[src/rtl/csr_pkg.sv]
// Shared constants for the machine-mode CSR file: addresses, interrupt codes,
// register bit positions and the Zicsr read-modify-write helper.
package csr_pkg;

  localparam logic [11:0] CsrMstatus   = 12'h300;
  localparam logic [11:0] CsrMisa      = 12'h301;
  localparam logic [11:0] CsrMie       = 12'h304;
  localparam logic [11:0] CsrMtvec     = 12'h305;
  localparam logic [11:0] CsrMscratch  = 12'h340;
  localparam logic [11:0] CsrMepc      = 12'h341;
  localparam logic [11:0] CsrMcause    = 12'h342;
  localparam logic [11:0] CsrMip       = 12'h344;
  localparam logic [11:0] CsrMcycle    = 12'hB00;
  localparam logic [11:0] CsrMinstret  = 12'hB02;
  localparam logic [11:0] CsrMcycleh   = 12'hB80;
  localparam logic [11:0] CsrMinstreth = 12'hB82;
  localparam logic [11:0] CsrMhartid   = 12'hF14;

  localparam logic [3:0] IrqCodeMsi = 4'd3;
  localparam logic [3:0] IrqCodeMti = 4'd7;
  localparam logic [3:0] IrqCodeMei = 4'd11;

  localparam int unsigned MstatusMieBit  = 3;
  localparam int unsigned MstatusMpieBit = 7;
  localparam int unsigned IrqMsiBit      = 3;
  localparam int unsigned IrqMtiBit      = 7;
  localparam int unsigned IrqMeiBit      = 11;
  localparam logic [31:0] MieMask        = 32'h0000_0888;
  localparam logic [31:0] MstatusFixed   = 32'h0000_1800;

  localparam logic [11:0] Funct12Mret = 12'h302;

  typedef enum logic [1:0] {
    CsrOpNone = 2'b00,
    CsrOpRw   = 2'b01,
    CsrOpRs   = 2'b10,
    CsrOpRc   = 2'b11
  } csr_op_e;

  function automatic logic [31:0] csr_apply(csr_op_e op, logic [31:0] old_val,
                                            logic [31:0] operand);
    unique case (op)
      CsrOpRw: csr_apply = operand;
      CsrOpRs: csr_apply = old_val | operand;
      CsrOpRc: csr_apply = old_val & ~operand;
      default: csr_apply = old_val;
    endcase
  endfunction

endpackage

[src/rtl/csr_unit_counter64.sv]
// 64-bit performance counter with per-half software write ports.
// Any write suppresses that cycle's increment for the whole counter.
module csr_counter64 (
  input  logic        clk,
  input  logic        reset,
  input  logic        inc_i,
  input  logic        wr_lo_i,
  input  logic        wr_hi_i,
  input  logic [31:0] wdata_i,
  output logic [63:0] value_o
);

  logic [63:0] cnt_d, cnt_q;

  always_comb begin
    cnt_d = cnt_q;
    if (wr_lo_i) cnt_d[31:0] = wdata_i;
    if (wr_hi_i) cnt_d[63:32] = wdata_i;
    if (!wr_lo_i && !wr_hi_i && inc_i) cnt_d = cnt_q + 64'd1;
  end

  always_ff @(posedge clk or posedge reset) begin
    if (reset) cnt_q <= '0;
    else       cnt_q <= cnt_d;
  end

  assign value_o = cnt_q;

endmodule

[src/rtl/csr_unit.sv]
// Machine-mode CSR file with Zicsr read-modify-write, MRET and interrupt entry.
// Redirects to fetch are registered single-cycle pulses.
module csr_unit
  import csr_pkg::*;
#(
  parameter logic [31:0] MTVEC_RESET = 32'h0000_0000,
  parameter logic [31:0] HART_ID     = 32'h0000_0000,
  parameter logic [31:0] MISA_VALUE  = 32'h4000_0100
) (
  input  logic        clk,
  input  logic        reset,
  input  logic        en_i,
  input  logic [31:0] pc_i,
  input  logic        is_csr_instr_i,
  input  logic        is_mret_instr_i,
  input  logic        csr_write_i,
  input  logic        csr_data_sel_i,
  input  logic [2:0]  func3_i,
  input  logic [11:0] csr_addr_i,
  input  logic [4:0]  rs1_addr_i,
  input  logic [31:0] rs1_data_i,
  input  logic        retire_i,
  input  logic        ext_irq_i,
  input  logic        sw_irq_i,
  input  logic        timer_irq_i,
  output logic [31:0] csr_rdata_o,
  output logic        csr_illegal_o,
  output logic        redirect_o,
  output logic [31:0] redirect_pc_o,
  output logic        trap_taken_o,
  output logic        mret_o
);

  logic        mstatus_mie_d, mstatus_mie_q, mstatus_mpie_d, mstatus_mpie_q;
  logic [31:0] mie_d, mie_q, mip_d, mip_q, mtvec_d, mtvec_q;
  logic [31:0] mscratch_d, mscratch_q, mepc_d, mepc_q, mcause_d, mcause_q;
  logic        redirect_d, redirect_q, trap_d, trap_q, mret_d, mret_q;
  logic [31:0] redirect_pc_d, redirect_pc_q;
  logic [63:0] mcycle, minstret;

  logic [31:0] mstatus_rd, old_val, operand, new_val;
  logic        known, irq_pend, irq_take, mret_take, wr_occurs, wr_en, op_zero;
  logic [3:0]  irq_code;
  logic [31:0] irq_act;
  csr_op_e     op;
  logic        unused_bits;

  assign unused_bits = ^{func3_i[2], pc_i[1:0]};

  always_comb begin
    mstatus_rd                 = MstatusFixed;
    mstatus_rd[MstatusMieBit]  = mstatus_mie_q;
    mstatus_rd[MstatusMpieBit] = mstatus_mpie_q;
  end

  always_comb begin
    known   = 1'b1;
    old_val = '0;
    case (csr_addr_i)
      CsrMstatus:   old_val = mstatus_rd;
      CsrMisa:      old_val = MISA_VALUE;
      CsrMie:       old_val = mie_q;
      CsrMtvec:     old_val = mtvec_q;
      CsrMscratch:  old_val = mscratch_q;
      CsrMepc:      old_val = mepc_q;
      CsrMcause:    old_val = mcause_q;
      CsrMip:       old_val = mip_q;
      CsrMcycle:    old_val = mcycle[31:0];
      CsrMinstret:  old_val = minstret[31:0];
      CsrMcycleh:   old_val = mcycle[63:32];
      CsrMinstreth: old_val = minstret[63:32];
      CsrMhartid:   old_val = HART_ID;
      default:      known   = 1'b0;
    endcase
  end

  assign csr_rdata_o = is_csr_instr_i ? old_val : 32'h0;

  assign op      = csr_op_e'(func3_i[1:0]);
  assign operand = csr_data_sel_i ? {27'b0, rs1_addr_i} : rs1_data_i;
  assign new_val = csr_apply(op, old_val, operand);
  assign op_zero = ((op == CsrOpRs) || (op == CsrOpRc)) && (rs1_addr_i == 5'd0);

  // External beats software beats timer.
  assign irq_act  = mie_q & mip_q;
  assign irq_pend = mstatus_mie_q & (|irq_act);
  assign irq_code = irq_act[IrqMeiBit] ? IrqCodeMei :
                    irq_act[IrqMsiBit] ? IrqCodeMsi : IrqCodeMti;

  assign irq_take  = en_i & irq_pend & ~redirect_q;
  assign mret_take = en_i & is_mret_instr_i & ~irq_take & ~redirect_q;
  assign wr_occurs = en_i & is_csr_instr_i & csr_write_i & ~irq_take & ~mret_take &
                     ~redirect_q & (op != CsrOpNone) & ~op_zero;
  assign csr_illegal_o = en_i & is_csr_instr_i &
                         (~known | (wr_occurs & (csr_addr_i[11:10] == 2'b11)));
  assign wr_en = wr_occurs & ~csr_illegal_o;

  always_comb begin
    mstatus_mie_d  = mstatus_mie_q;
    mstatus_mpie_d = mstatus_mpie_q;
    mie_d          = mie_q;
    mtvec_d        = mtvec_q;
    mscratch_d     = mscratch_q;
    mepc_d         = mepc_q;
    mcause_d       = mcause_q;
    mip_d          = '0;
    mip_d[IrqMsiBit] = sw_irq_i;
    mip_d[IrqMtiBit] = timer_irq_i;
    mip_d[IrqMeiBit] = ext_irq_i;
    redirect_d     = 1'b0;
    trap_d         = 1'b0;
    mret_d         = 1'b0;
    redirect_pc_d  = redirect_pc_q;
    if (irq_take) begin
      mepc_d         = {pc_i[31:2], 2'b00};
      mcause_d       = {1'b1, 27'b0, irq_code};
      mstatus_mpie_d = mstatus_mie_q;
      mstatus_mie_d  = 1'b0;
      redirect_d     = 1'b1;
      trap_d         = 1'b1;
      redirect_pc_d  = mtvec_q;
    end else if (mret_take) begin
      mstatus_mie_d  = mstatus_mpie_q;
      mstatus_mpie_d = 1'b1;
      redirect_d     = 1'b1;
      mret_d         = 1'b1;
      redirect_pc_d  = mepc_q;
    end else if (wr_en) begin
      case (csr_addr_i)
        CsrMstatus: begin
          mstatus_mie_d  = new_val[MstatusMieBit];
          mstatus_mpie_d = new_val[MstatusMpieBit];
        end
        CsrMie:      mie_d      = new_val & MieMask;
        CsrMtvec:    mtvec_d    = {new_val[31:2], 2'b00};
        CsrMscratch: mscratch_d = new_val;
        CsrMepc:     mepc_d     = {new_val[31:2], 2'b00};
        CsrMcause:   mcause_d   = new_val;
        default: ;
      endcase
    end
  end

  always_ff @(posedge clk or posedge reset) begin
    if (reset) begin
      mstatus_mie_q  <= 1'b0;
      mstatus_mpie_q <= 1'b0;
      mie_q          <= '0;
      mip_q          <= '0;
      mtvec_q        <= {MTVEC_RESET[31:2], 2'b00};
      mscratch_q     <= '0;
      mepc_q         <= '0;
      mcause_q       <= '0;
      redirect_q     <= 1'b0;
      trap_q         <= 1'b0;
      mret_q         <= 1'b0;
      redirect_pc_q  <= '0;
    end else begin
      mstatus_mie_q  <= mstatus_mie_d;
      mstatus_mpie_q <= mstatus_mpie_d;
      mie_q          <= mie_d;
      mip_q          <= mip_d;
      mtvec_q        <= mtvec_d;
      mscratch_q     <= mscratch_d;
      mepc_q         <= mepc_d;
      mcause_q       <= mcause_d;
      redirect_q     <= redirect_d;
      trap_q         <= trap_d;
      mret_q         <= mret_d;
      redirect_pc_q  <= redirect_pc_d;
    end
  end

  csr_counter64 u_mcycle (
    .clk     (clk),
    .reset   (reset),
    .inc_i   (1'b1),
    .wr_lo_i (wr_en && (csr_addr_i == CsrMcycle)),
    .wr_hi_i (wr_en && (csr_addr_i == CsrMcycleh)),
    .wdata_i (new_val),
    .value_o (mcycle)
  );

  csr_counter64 u_minstret (
    .clk     (clk),
    .reset   (reset),
    .inc_i   (retire_i),
    .wr_lo_i (wr_en && (csr_addr_i == CsrMinstret)),
    .wr_hi_i (wr_en && (csr_addr_i == CsrMinstreth)),
    .wdata_i (new_val),
    .value_o (minstret)
  );

  assign redirect_o    = redirect_q;
  assign redirect_pc_o = redirect_pc_q;
  assign trap_taken_o  = trap_q;
  assign mret_o        = mret_q;

endmodule

[config.mk]
export PLATFORM = sky130hd
export DESIGN_NAME = csr_unit
export DESIGN_NICKNAME = d
export VERILOG_FILES = /design/src/rtl/csr_pkg.sv /design/src/rtl/csr_unit_counter64.sv /design/src/rtl/csr_unit.sv
export SDC_FILE = /design/constraint.sdc
export NUM_CORES = 1
export LEC_CHECK = 0
export ABC_AREA = 0
export CAP_MARGIN = 0
export CORE_ASPECT_RATIO = 2
export CORE_UTILIZATION = 59
export CTS_CLUSTER_SIZE = 28
export DETAILED_ROUTE_END_ITERATION = 12
export DONT_BUFFER_PORTS = 1
export GPL_ROUTABILITY_DRIVEN = 0
export HOLD_SLACK_MARGIN = 0.12
export PLACE_DENSITY_LB_ADDON = 0.12
export SKIP_CTS_REPAIR_TIMING = 1
export SLEW_MARGIN = 20
export SYNTH_ARGS = -nofsm -noshare
export SYNTH_HDL_FRONTEND = slang
export SYNTH_HIERARCHICAL = 1
export SYNTH_SLANG_ARGS = --single-unit
[constraint.sdc]
create_clock -name clk -period 4.7 [get_ports clk]
set_input_delay 0.47 -clock clk [delete_from_list [all_inputs] [get_ports clk]]
set_output_delay 0.47 -clock clk [all_outputs]
set_load 0.005 [all_outputs]
==> results of run 1 <==
routing by layer:
layer / routed length (µm) / track usage
met2: 34500 / 0.7462
met5: 16 / 0
met1: 23740 / 0.4974
met3: 7597 / 0.1151
met4: 8623 / 0.4469
worst reg2reg max path: stages, from the launching register on:
cell and delay (ns):
dfrtp_1 0.45, mux2_2 0.32, a22oi_1 0.62, nor4_1 0.17
a21oi_1 0.27, a31oi_1 0.13, a311oi_1 0.68, inv_1 0.44
a22oi_1 0.26, o21ai_0 0.11
sequential cells by signal, summed over array words and instances, names as in the netlist, 3 cells and up:
signal and count:
u_minstret/value_o 64, mepc_q 30, mscratch_q 32, mcause_q 32, mip_q 3, redirect_pc_o 30, mtvec_q 30, u_mcycle/value_o 64
mie_q 3
per-stage QoR:
stage	worst slack, ns	instance area [µm²]	util
global route	0.9770	19990	0.6504
CTS	1.333	19680	0.6403
detailed placement	0.8612	18730	0.6094
finish	1.100	20000	0.6507
global placement	0.9447	18730	0.6093
floorplan	1.292	18460	-
report_power, final:
part	total [mW]	switching, mW	internal, mW
Combinational	0.960	0.569	0.392
Sequential	3.24	0.401	2.84
Clock	2.42	1.06	1.36
Total	6.63	2.03	4.60
layout by cell type (no fill, tap or decap), drive strengths merged, types with 43 or more instances in the layout:
cell type / count
nand2: 287
a21oi: 79
a22oi: 63
buf: 56
inv: 44
mux2: 56
nor2: 162
xnor2: 70
nor2b: 52
nand4: 86
and3: 43
nand3: 64
nor3: 52
dfrtp: 293
o21ai: 152
logic make-up (layout without fill, tap and decap cells):
family,after synthesis,in the layout,share of synthesized area
buffers and inverters,193,181,0.04608
muxes,90,90,0.05335
AOI/OAI and AO/OA,497,497,0.1857
and+or+nand+nor,903,903,0.2627
other,2,13,0.0004074
adders and majority gates,2,2,0.001357
DFF,293,293,0.3977
xor gates and xnor gates,111,111,0.05274
worst max-delay path by stage:
stage | endpoint | cells after the start
6_report | u_minstret/value_o[23] | 9
5_1_grt | u_minstret/value_o[57] | 13
4_1_cts | csr_rdata_o[26] | 6
3_5_place_dp | u_minstret/value_o[57] | 13
3_3_place_gp | u_minstret/value_o[57] | 13
2_1_floorplan | u_mcycle/value_o[51] | 14
layout make-up:
type,count,area [µm²],area share
clock inverters,14,188.9,0.009445
clock buffers,36,759.5,0.03797
multi-input cells,1611,10340,0.5169
repair buffers,86,733.2,0.03665
inverters,45,172.7,0.008631
flip-flops and latches,293,7332,0.3665
well taps,372,465.4,0.02327
diodes,5,12.51,0.0006255
synth_stat cells (9+ instances only):
cell type / instances
and2_1: 9
a21oi_1: 77
mux2i_1: 33
o211ai_1: 16
and3_1: 35
dfrtp_1: 293
a22o_1: 21
nand3_1: 62
mux2_2: 56
inv_1: 43
nand4_1: 83
nor3_1: 46
or4_1: 16
buf_4: 13
xnor2_1: 70
nor4_1: 29
o22ai_1: 41
or3_1: 16
nor2_1: 162
xor2_1: 41
nand2_1: 285
nor2b_1: 52
o21ai_1: 13
buf_2: 25
and4_1: 22
clkbuf_1: 96
a222oi_1: 19
a31oi_1: 29
o21ai_0: 138
a22oi_1: 53
nand2b_1: 17
==> flow_metrics.py, run 1 <==
metrics = {
    "sta": {
        "rsz0062_at_grt": "no",
        "hold_slack_ns": 0.09803,
        "tns_ns": 0,
        "fmax_mhz": 277.8,
        "skew_ns": 0.04257,
        "final.period_utilization": 0.7660,
        "max_slew_margin": 0.2961,
        "hold_viol_final": 0,
        "tightest_slew_ns": 1.029,
        "drv_slew": 0,
        "fin_crit_ns": 3.600,
        "setup_viol_count_final": 0,
    },
    "global_route": {
        "antenna_found_initial": 7,
        "grt_pass1_vias": 17333,
        "grt_usage": 0.4663,
        "overflow": 0,
        "grt_max_degree": 166,
        "grt_pass1_wl_um": 109100,
    },
    "run_status": {
        "outcome": "finished, final reports clean",
    },
    "min_path": {
        "min-delay-start": "pc_i[3]",
        "hold_class": "input port to register",
        "whs_path_depth": 2,
        "min_to": "mepc_q[3]",
    },
    "critical_path": {
        "cp_num_buf_inv": 1,
        "crit_slowest_cell": "a311oi_1",
        "reg2reg_depth": 9,
        "cp.required_ns": 5.13,
        "regToRegSetupSlack_ns": 1.10,
        "crit_path_start": "u_minstret/value_o[55]",
        "max_stage_delay_ns": 0.68,
        "path_cells": "mux2_2 > a22oi_1 > nor4_1 > a21oi_1 > a31oi_1 > a311oi_1 > inv_1 > a22oi_1 > o21ai_0",
        "critPathMaxFanout": 5,
        "cp-start-kind": "register",
        "worstSetupEndpointType": "register",
        "worstReg2RegStart": "u_minstret/value_o[55]",
        "crit_arrival_ns": 4.03,
        "rr_endpoint": "u_minstret/value_o[23]",
        "worstSetupPathType": "register to register",
        "cp_common_cell": "a22oi_1",
        "cpLargestDelayFamily": "compound AO/OA/AOI/OAI gates",
    },
    "synth": {
        "synth_top_cells_by_area": "dfrtp_1 (40%), nand2_1 (5.8%), o21ai_0 (3.7%)",
        "ys_ff_latch": 293,
        "synth_area_per_cell_um2": 8.816,
        "synth_area_um2": 18440,
        "yosysTopAreaCellShare": 0.3977,
        "synth_edf_count": 0,
        "yosysTopAreaCell": "dfrtp_1",
        "synthArstFlopShare": 1.000,
        "synthFlopType": "dfrtp_1",
        "ys_types": 98,
        "netlist_instances": 2091,
        "yosysSeqAreaShare": 0.3977,
        "yosysWarnings": 6,
    },
    "route": {
        "dr.pass1.iters": 6,
        "drc": 0,
        "routed_wl_um": 74480,
        "viasPerCell": 7.400,
        "routedWlPerCell_um": 30.25,
        "vias": 18219,
        "drtIter0Drc": 2331,
        "ant_nets": 0,
    },
    "floorplanning": {
        "die_w_um": 127.0,
        "initial_utilization": 0.5997,
        "ios": 163,
        "die_h_um": 252.0,
        "core_um2": 30740,
        "fp-row-count": 91,
        "die_area_um2": 32000,
    },
    "placement": {
        "place_hpwl_um": 54230,
        "dpl.cell_count": 2377,
        "port-buffer-count": 0,
    },
    "finish": {
        "num-nets-final": 2161,
        "nFillCells": 2606,
        "drive_above_1_share": 0.1189,
        "synthToLayoutAreaGrowth_pct": 8.511,
        "stdcell_count": 2462,
    },
    "power_and_ir_drop": {
        "p_leak_nw": 8.049,
        "power_mw": 6.626,
        "vdd.ir_drop.worst_mv": 0.2833,
        "powerDensity_nw_per_um2": 331.2,
    },
    "clock_tree": {
        "cts_tree": "built",
        "cts-root-buf": "clkbuf_16",
        "htree_levels": 1,
        "cts_buffers": 27,
        "cts.path.max_buffers": 3,
        "path_clk_slew_ns": 0.07,
        "cts_sinks": 293,
        "insertion_delay_ns": 0.59,
    },
    "run": {
        "cap_violations": 0,
    },
}
No activity file was read; power rests on OpenSTA's default activity.
==> run 2, diff against run 1 <==
==> constraint.sdc (replaced) <==
create_clock -name clk -period 3.2 [get_ports clk]
set_input_delay 0.32 -clock clk [delete_from_list [all_inputs] [get_ports clk]]
set_output_delay 0.32 -clock clk [all_outputs]
set_load 0.005 [all_outputs]
==> run 2 against run 1 <==
Compared with the run above: the run now ends with negative setup slack left; routed wire length is 7.7% higher; critical endpoint is now u_mcycle/value_o[57]; non-clock buffer count increased by 123; register-to-register slack worse by 1.1 ns; largest power group unchanged; design area is 6.1% higher; die area unchanged; cell count is 5.0% higher.
==> flow_metrics.py, run 2 (synthesis results as in run 1) <==
metrics = {
    "floorplanning": {
        "initial_utilization": 0.5997,
        "core_um2": 30740,
        "die_w_um": 127.0,
        "die_h_um": 252.0,
        "ios": 163,
        "die_area_um2": 32000,
        "fp-row-count": 91,
    },
    "critical_path": {
        "critPathMaxFanout": 9,
        "max_stage_delay_ns": 0.79,
        "worstReg2RegStart": "u_mcycle/value_o[13]",
        "crit_slowest_cell": "nor4_1",
        "cp.required_ns": 3.69,
        "rr_endpoint": "u_mcycle/value_o[57]",
        "path_cells": "nand3_1 > nor4_1 > nand2b_1 > or4_1 > a31oi_1",
        "crit_arrival_ns": 3.70,
        "cp-start-kind": "register",
        "worstSetupEndpointType": "register",
        "worstSetupPathType": "register to register",
        "reg2reg_depth": 5,
        "regToRegSetupSlack_ns": -0.003,
    },
    "sta": {
        "fin_crit_ns": 3.203,
        "fin_ws_ns": -0.002547,
        "final.period_utilization": 1.001,
        "skew_ns": 0.01408,
        "max_slew_margin": 0.3095,
        "tightest_slew_ns": 1.026,
        "setup_viol_count_final": 1,
        "rsz0062_at_grt": "yes",
        "hold_viol_final": 0,
        "drv_slew": 0,
        "hold_slack_ns": 0.07726,
        "fmax_mhz": 312.3,
    },
    "power_and_ir_drop": {
        "power_mw": 10.23,
        "p_leak_nw": 8.763,
        "powerDensity_nw_per_um2": 481.9,
        "vdd.ir_drop.worst_mv": 0.3746,
    },
    "route": {
        "ant_nets": 0,
        "drtIter0Drc": 2927,
        "viasPerCell": 7.442,
        "routedWlPerCell_um": 31.03,
        "dr.pass1.iters": 9,
        "drc": 0,
        "routed_wl_um": 80180,
        "vias": 19230,
    },
    "global_route": {
        "grt_usage": 0.5007,
        "antenna_found_initial": 8,
        "overflow": 0,
        "grt_pass1_vias": 18666,
        "grt_max_degree": 74,
        "grt_pass1_wl_um": 117000,
    },
    "finish": {
        "final_common_cell": "dfrtp_1",
        "final_cell_mix": "dfrtp_1 (293), nand2_1 (284), nor2_1 (159)",
        "num-nets-final": 2285,
        "synthToLayoutAreaGrowth_pct": 15.13,
        "stdcell_area_um2": 21220,
        "drive_above_1_share": 0.1662,
    },
    "placement": {
        "preCtsSetupSlack_ns": -0.06635,
        "port-buffer-count": 0,
        "place_hpwl_um": 57130,
        "placed_area_um2": 19620,
    },
    "clock_tree": {
        "cts_sinks": 293,
        "cts_tree": "built",
        "htree_levels": 1,
        "cts-root-buf": "clkbuf_16",
        "cts_buffers": 28,
        "cts.path.max_buffers": 3,
        "insertion_delay_ns": 0.59,
        "path_clk_slew_ns": 0.07,
    },
    "min_path": {
        "hold_class": "input port to register",
        "whs_path_depth": 4,
        "min-delay-start": "is_mret_instr_i",
        "min_to": "mstatus_mpie_q",
    },
    "run_status": {
        "violations": "negative setup slack",
        "outcome": "complete, but fails checks",
    },
    "run": {
        "cap_violations": 0,
    },
}
[run 2: cell count changes in the layout (fill, tap and decap cells not counted), moves of 3 or more]
cell,change
buf_4,+98
buf_6,+5
dlygate4sd3_1,+11
buf_12,+7
nor3_4,+3
nor3_2,-3
[run 2: final cells by class]
type                       instances  area (µm²)
antenna                            4       10.01
tap                              372       465.4
timing repair buffer             209        1805
multi-input combinational       1611       10410
clock buffer                      38       799.5
clock inverter                    12       225.2
sequential                       293        7332
inverter                          45       176.4
fill                            2464        9518
[run 2: critical path: cells and delay by family (launching register included)]
family,cells,cell delay [ns]
AOI/OAI and AO/OA,1,0.24
DFF,1,0.58
and+or+nand+nor,4,2.29
[run 2: stage by stage]
step,cells,TNS [ns],util
2_1_floorplan,2097,0,-
3_3_place_gp,2483,-0.06566,0.6381
3_5_place_dp,2483,-0.1328,0.6381
4_1_cts,2533,0,0.6714
5_1_grt,2581,-1.177,0.6902
6_report,2584,-0.002547,0.6904
[run 2: report_power, final]
group	internal [mW]	total [mW]	switching, mW	leakage (nW)
logic	0.702	1.71	1.00	4.50
clock network	2.24	3.81	1.58	0.495
registers	4.18	4.71	0.531	3.77
total	7.12	10.2	3.11	8.76
[run 2: worst max path at each step]
stage / start / to / slack, ns / depth (start not counted)
3_3_place_gp: rs1_addr_i[3] / u_mcycle/value_o[60] / -0.07 / 13
6_report: u_mcycle/value_o[13] / u_mcycle/value_o[57] / -0.003 / 5
5_1_grt: mie_q[3] / u_minstret/value_o[61] / -0.09 / 13
4_1_cts: mip_q[3] / u_mcycle/value_o[58] / 0.01 / 12
2_1_floorplan: csr_addr_i[6] / u_minstret/value_o[57] / 0.03 / 14
3_5_place_dp: rs1_addr_i[3] / u_mcycle/value_o[60] / -0.07 / 13
[run 2: routing by layer]
metal / up-vias / part of all wire / GRT usage
met3: 608 / 0.12 / 0.1592
met2: 1619 / 0.45 / 0.7793
met1: 9135 / 0.31 / 0.5275
met4: 2 / 0.12 / 0.4840
met5: - / 0.00022 / 0.01272
li1: 7866 / - / -
